$ cat config.mk
export PLATFORM = sky130hd
export DESIGN_NAME = uart_rx
export DESIGN_NICKNAME = d
export VERILOG_FILES = /design/src/rtl/uart_rx.sv
export SDC_FILE = /design/constraint.sdc
export NUM_CORES = 1
export LEC_CHECK = 0
export CAP_MARGIN = 15
export CORE_ASPECT_RATIO = 1.2
export CORE_MARGIN = 10
export CORE_UTILIZATION = 39
export CTS_BUF_LIST = sky130_fd_sc_hd__clkbuf_4
export DETAILED_ROUTE_END_ITERATION = 7
export PLACE_DENSITY_LB_ADDON = 0.1
export SLEW_MARGIN = 20
export SYNTH_ARGS = -nofsm -noshare
export SYNTH_HDL_FRONTEND = slang
export SYNTH_SLANG_ARGS = --single-unit
$ cat constraint.sdc
create_clock -name clk -period 1.9 [get_ports clk]
set_input_delay 0.19 -clock clk [delete_from_list [all_inputs] [get_ports clk]]
set_output_delay 0.19 -clock clk [all_outputs]
set_load 0.02 [all_outputs]
$ cat src/rtl/uart_rx.sv
// UART receiver: 16x oversampled, mid-bit sampled, start + DATA_BITS data (LSB first) + 1 stop.
// Emits one-cycle done / framing-error pulses and holds the last correctly received byte.
module uart_rx #(
    parameter int unsigned CLK_FREQ  = 100_000_000,
    parameter int unsigned BAUD_RATE = 9600,
    parameter int unsigned DATA_BITS = 8
) (
    input  logic       clk,
    input  logic       reset,
    input  logic       rx,
    output logic [7:0] rx_data,
    output logic       rx_done_tick,
    output logic       rx_frame_err,
    output logic       rx_busy
);

    localparam int unsigned DIV_RAW = CLK_FREQ / (BAUD_RATE * 16);
    // A divider of zero would never tick; treat it as tick-every-cycle.
    localparam int unsigned DIV     = (DIV_RAW == 0) ? 1 : DIV_RAW;
    localparam int unsigned DIV_W   = (DIV > 1) ? $clog2(DIV) : 1;

    localparam logic [DIV_W-1:0] DIV_LAST = DIV_W'(DIV - 1);
    localparam logic [2:0]       N_LAST   = 3'(DATA_BITS - 1);
    localparam logic [3:0]       S_MID    = 4'd7;
    localparam logic [3:0]       S_LAST   = 4'd15;

    typedef enum logic [1:0] {
        StIdle,
        StStart,
        StData,
        StStop
    } state_e;

    // Two-flop synchronizer plus a delayed copy for edge detection.
    logic rx_meta_q;
    logic rx_s_q;
    logic rx_prev_q;
    logic rx_fall;

    always_ff @(posedge clk) begin
        if (reset) begin
            rx_meta_q <= 1'b1;
            rx_s_q    <= 1'b1;
            rx_prev_q <= 1'b1;
        end else begin
            rx_meta_q <= rx;
            rx_s_q    <= rx_meta_q;
            rx_prev_q <= rx_s_q;
        end
    end

    assign rx_fall = rx_prev_q & ~rx_s_q;

    // Free-running 16x baud tick.
    logic [DIV_W-1:0] tick_cnt_q;
    logic             s_tick;

    assign s_tick = (tick_cnt_q == DIV_LAST);

    always_ff @(posedge clk) begin
        if (reset) begin
            tick_cnt_q <= '0;
        end else if (s_tick) begin
            tick_cnt_q <= '0;
        end else begin
            tick_cnt_q <= tick_cnt_q + 1'b1;
        end
    end

    state_e               state_q, state_d;
    logic [3:0]           s_cnt_q, s_cnt_d;
    logic [2:0]           n_cnt_q, n_cnt_d;
    logic [DATA_BITS-1:0] shreg_q, shreg_d;
    logic [7:0]           rx_data_q, rx_data_d;
    logic                 done_q, done_d;
    logic                 err_q, err_d;

    always_ff @(posedge clk) begin
        if (reset) begin
            state_q   <= StIdle;
            s_cnt_q   <= '0;
            n_cnt_q   <= '0;
            shreg_q   <= '0;
            rx_data_q <= '0;
            done_q    <= 1'b0;
            err_q     <= 1'b0;
        end else begin
            state_q   <= state_d;
            s_cnt_q   <= s_cnt_d;
            n_cnt_q   <= n_cnt_d;
            shreg_q   <= shreg_d;
            rx_data_q <= rx_data_d;
            done_q    <= done_d;
            err_q     <= err_d;
        end
    end

    always_comb begin
        state_d   = state_q;
        s_cnt_d   = s_cnt_q;
        n_cnt_d   = n_cnt_q;
        shreg_d   = shreg_q;
        rx_data_d = rx_data_q;
        done_d    = 1'b0;
        err_d     = 1'b0;

        unique case (state_q)
            StIdle: begin
                // Edge-triggered, so a line stuck low cannot start another frame.
                if (rx_fall) begin
                    state_d = StStart;
                    s_cnt_d = '0;
                end
            end

            StStart: begin
                if (s_tick) begin
                    if (s_cnt_q == S_MID) begin
                        if (!rx_s_q) begin
                            state_d = StData;
                            s_cnt_d = '0;
                            n_cnt_d = '0;
                        end else begin
                            state_d = StIdle;
                        end
                    end else begin
                        s_cnt_d = s_cnt_q + 4'd1;
                    end
                end
            end

            StData: begin
                if (s_tick) begin
                    if (s_cnt_q == S_LAST) begin
                        shreg_d = {rx_s_q, shreg_q[DATA_BITS-1:1]};
                        s_cnt_d = '0;
                        if (n_cnt_q == N_LAST) begin
                            state_d = StStop;
                        end else begin
                            n_cnt_d = n_cnt_q + 3'd1;
                        end
                    end else begin
                        s_cnt_d = s_cnt_q + 4'd1;
                    end
                end
            end

            StStop: begin
                if (s_tick) begin
                    if (s_cnt_q == S_LAST) begin
                        if (rx_s_q) begin
                            rx_data_d = 8'(shreg_q);
                            done_d    = 1'b1;
                        end else begin
                            err_d = 1'b1;
                        end
                        state_d = StIdle;
                    end else begin
                        s_cnt_d = s_cnt_q + 4'd1;
                    end
                end
            end

            default: begin
                state_d = StIdle;
            end
        endcase
    end

    assign rx_data      = rx_data_q;
    assign rx_done_tick = done_q;
    assign rx_frame_err = err_q;
    assign rx_busy      = (state_q != StIdle);

endmodule

-- Yosys cells after proc, flatten, opt, wreduce, memory -nomap -nowiden
Index checks and enable logic that the tools add are counted.
- bitwise logic cells: 5
- reductions and logical operators: 10
- add/subtract/negate cells: 3
- equal/unequal tests: 19
- multiplexer cells: 28
- operators by type and width (kind ; number):
    two-way mux 4 bit ; 8
    != test 2 bit (second input constant) ; 11
    two-way mux 2 bit ; 9
    two-way mux 3 bit ; 6
    one-hot mux 4 bit (4 select lines) ; 1
    adder 10 x 1 -> 10 bit (second input constant) ; 1
    equality test 10 bit (second input constant) ; 1
    one-hot mux 2 bit (4 select lines) ; 1
    AND reduction 8 bit ; 1
    AND reduction 7 bit ; 1
    one-hot mux 3 bit (2 select lines) ; 1
    AND reduction 6 bit ; 1
    adder 4 x 1 -> 4 bit (second input constant) ; 1
    equality test 2 bit (second input constant) ; 2
    equality test 4 x 3 -> 1 bit (second input constant) ; 1
    equality test 4 bit (second input constant) ; 1
    inverter 1 bit ; 4
    AND reduction 4 bit ; 1
    nonzero test 2 bit ; 2
    OR reduction 4 bit ; 1
    adder 3 x 1 -> 3 bit (second input constant) ; 1
    equality test 3 bit (second input constant) ; 1
    != test 3 bit (second input constant) ; 1
    AND reduction 3 bit ; 1
    other kinds (5) ; 6
- register bits after elaboration: 40
- input bits: 3
- logic and storage cells: 76
- output and inout bits: 11

-- Logic depth before layout (Yosys ltp)
- depth after elaboration: 5
- gate-level depth with buffers: 7
- mapped depth without buffers: 7

-- Worst setup path after synthesis
OpenSTA, ideal clock, no wires.
- path kind: reg-to-reg
- start: reg s_cnt_q[0]
- end: reg rx_data_q[1], in the netlist rx_data[1]
- stages on the path, launching flop included: 8
- setup time: 128 ps
- clock period less this slack: 1497 ps
- buffers on the path: 1
- arrival: 1370 ps
- setup slack: 403 ps
- data required time: 1772 ps
- path through: dfxtp_1 > ha_1 > nand3_1 > nor2_1 > and3_4 > buf_12 > mux2i_1 > nor2_1
- cells in the longest elaborated chain, start to end: 2
- ends and longest elaborated chain (item ; RTL line ; RTL):
    start: declaration ; 71 ; logic [3:0] s_cnt_q, s_cnt_d;
    start signal: assignment ; 89 ; s_cnt_q <= s_cnt_d;
    equality test 4 bit ; 150 ; if (s_cnt_q == S_LAST) begin
    AND reduction 4 bit (no line) ; n/a ;
    end signal: assignment ; 92 ; rx_data_q <= rx_data_d;
    end: declaration ; 74 ; logic [7:0] rx_data_q, rx_data_d;
Every way passes these cells.
A chain may end at the register's enable or synchronous reset.

==> flow_summary.toml <==
[logic_synthesis]
synthFlopType = "dfxtp_1"
syn_area_um2 = 1780
synth_area_leaders = "dfxtp_1, mux2i_1, nor2_1"
synth_top_area_share_pct = 44.9
netlist-cell-type-count = 47
syn_area_per_cell_um2 = 9.59
synth_top_area_cell = "dfxtp_1"
syn_inst = 186
yosys_warnings = 0
synth_nets = 194
ys_seq_area_share_pct = 44.9
synth_seq_cells = 40
synth_edf_count = 0
async_flop_share_pct = 0

[clocking]
clkSlewWorstSetupHoldPaths_ps = 110
ctsRootBufferMaster = "clkbuf_4"
tritoncts = "built"
postCtsHoldBufs = 0
cts.path.max_buffers = 2
worstSkewPairLatency_ps = 340
postCtsSetupBuffers = 0
numCtsBuffers = 5
cts_num_sinks = 40
cts_max_level = 2

[die]
die_x_um = 81.7
die-area_um2 = 7690
start_util_pct = 41.2
core_um2 = 4330
pin_count = 14
rows = 26
die_y_um = 94.1

[sta]
timing.final.crit_share_pct = 93.6
slew_viol_final = 0
finalSetupViolations = 0
fmaxAchievable_ghz = 0.563
rsz0062_at_grt = "false"
finalCriticalPeriod_ps = 1780
hold_viol_final = 0
slew_headroom_pct = 69.5
tns_ps = 0
worstMarginPinSlew_ps = 457
post-route-worst-setup-slack_ps = 122
skew_ps = 4.29

[global_route]
grt_max_degree = 17
first_global_vias = 1315
grt_first_pass_wirelength_um = 5930
overflow = 0
track_usage_pct = 9.54
antenna_found_initial = 0

[worst_setup_path]
r2r_cells = 6
worstReg2RegEnd = "rx_data[1]"
cp_max_fo = 12
cp.required_ps = 1710
end_kind = "output pin"
critical_path.startpoint_type = "flip-flop"
criticalPathCategory = "flip-flop to output pin"
ff2ff_setup_slack_ps = 250
cp.arrival_ps = 1590
regToRegStartpoint = "s_cnt_q[1]"

[place]
numPortBuffers = 13
gp_congestion = 0.746
pre_cts_ws_ps = 251
dp_cells = 250
dp_hpwl_um = 2370

[power_and_ir_drop]
p_sw_share_pct = 21.1
power.density_nw_per_um2 = 712
pwr-share-comb_pct = 3.8
irDropWorstVdd_mv = 0.423
p_leak_nw = 0.785
p_sw_w = 0.000305
p_int_w = 0.00114
clock_power_share_pct = 36.8
p_seq_share_pct = 59.4

[cells_and_area]
final_cell_mix = "dfxtp_1, nor2_1, mux2i_1"
antenna_cells = 0
layout_commonest_cell = "dfxtp_1"
areaGrowthSynthToFinish_pct = 14.0
fin_cells = 258
final_nets = 209
layout-drive-gt1-share_pct = 12.9

[hold_path]
hp-class = "input port to flip-flop"
hold_path_end = "rx_meta_q"
min_path_cells = 2
min_from = "rx"

[detailed_routing]
first_pass_iters = 4
drc_errors = 0
routed-via-count = 1302
drt_iter0_drc = 41
drt-total-wl_um = 3220
avgViaCountPerCell = 5.05
ant_nets = 0
avgRoutedWirePerCell_um = 12.5

[job]
cap_violations = 0

[status]
outcome = "complete, no violations"
## per-stage QoR
step	power [W]	cell area, um2	util (%)	hold slack [ps]
finish	0.00145	2030	47.0	409
global route	0.00151	2030	47.0	407
CTS	0.00147	2030	46.9	398
detailed placement	0.000932	1950	45.1	398
global placement	0.000930	1950	45.1	393
floorplan	0.000914	1780	-	294
## cells in the mapped netlist (2+ instances only)
library cell and number:
a211oi_1 2, a21oi_1 7, and2_1 4, and3_1 2, buf_2 3, clkbuf_1 3
dfxtp_1 40, ha_1 5, inv_1 4, mux2i_1 17, nand2_1 7, nand2b_1 5
nand3_1 8, nand4_1 2, nor2_1 34, nor2b_1 2, o21ai_0 3, or2_2 3
xnor2_1 5, xor2_1 3
## critical path, cell delays in order (launching register included)
cell and delay, ps:
dfxtp_2 460, nor2_2 80, inv_1 90, clkdlybuf4s50_1 610
## metal layers
metal / up-vias / global-route usage, % / wire, um
met3: 6 / 3.45 / 197
li1: 665 / - / -
met5: - / 0 / 0
met1: 604 / 11.2 / 1440
met4: 0 / 3.84 / 57
met2: 27 / 15.2 / 1520
## sequential cells by signal, indices dropped and copies added, names as in the netlist, named ones only
signal	count
tick_cnt_q	10
rx_s_q	1
shreg_q	8
rx_frame_err	1
s_cnt_q	4
rx_meta_q	1
rx_done_tick	1
rx_data	8
n_cnt_q	3
state_q	1
rx_prev_q	1
## worst max path at each step
| stage | startpoint | endpoint | slack (ps) |
|---|---|---|---|
| after global routing | n_cnt_q[0] | state_q[0] | 30 |
| after detailed placement | s_cnt_q[1] | rx_data[1] | 250 |
| after floorplan | s_cnt_q[0] | rx_data[1] | 400 |
| after CTS | state_q[0] | rx_busy | 10 |
| final | flip-flop | rx_busy | 120 |
| after global placement | s_cnt_q[0] | rx_data[4] | 300 |
## layout make-up
cell class | count | area [um2]
repair buffers | 16 | 153
multi-input cells | 134 | 916
flip-flops and latches | 40 | 803
well taps | 56 | 70.1
clock inverters | 3 | 37.5
clock buffers | 5 | 37.5
fillers | 419 | 2290
inverters | 4 | 15.0
## repair_timing
item / 4_1_cts / 5_1_grt
gates resized for setup: 1 / 2
gates cloned: 0 / 0
endpoints found under the setup margin: 1 / 1
## power groups by stage
| stage | registers (W) | clock network (W) | logic, W |
|---|---|---|---|
| 6_report | 0.000859 | 0.000533 | 0.0000546 |
| 5_1_grt | 0.000861 | 0.000590 | 0.0000631 |
| 4_1_cts | 0.000858 | 0.000556 | 0.0000551 |
| 3_5_place_dp | 0.000877 | 0 | 0.0000550 |
| 3_3_place_gp | 0.000877 | 0 | 0.0000528 |
| 2_1_floorplan | 0.000873 | 0 | 0.0000410 |
## cell families (layout without fill, tap and decap cells)
family	after synthesis	after routing	share of synthesized area, %
buffers and inverters	12	28	3.86
adder cells (fa/ha/maj)	5	5	3.51
multiplexers	18	18	10.2
XOR/XNOR	8	8	3.93
AND/OR/NAND/NOR	83	83	26.2
AO/OA/AOI/OAI	20	20	7.37
flip-flops	40	40	44.9
(Power assumes the default switching activity.)
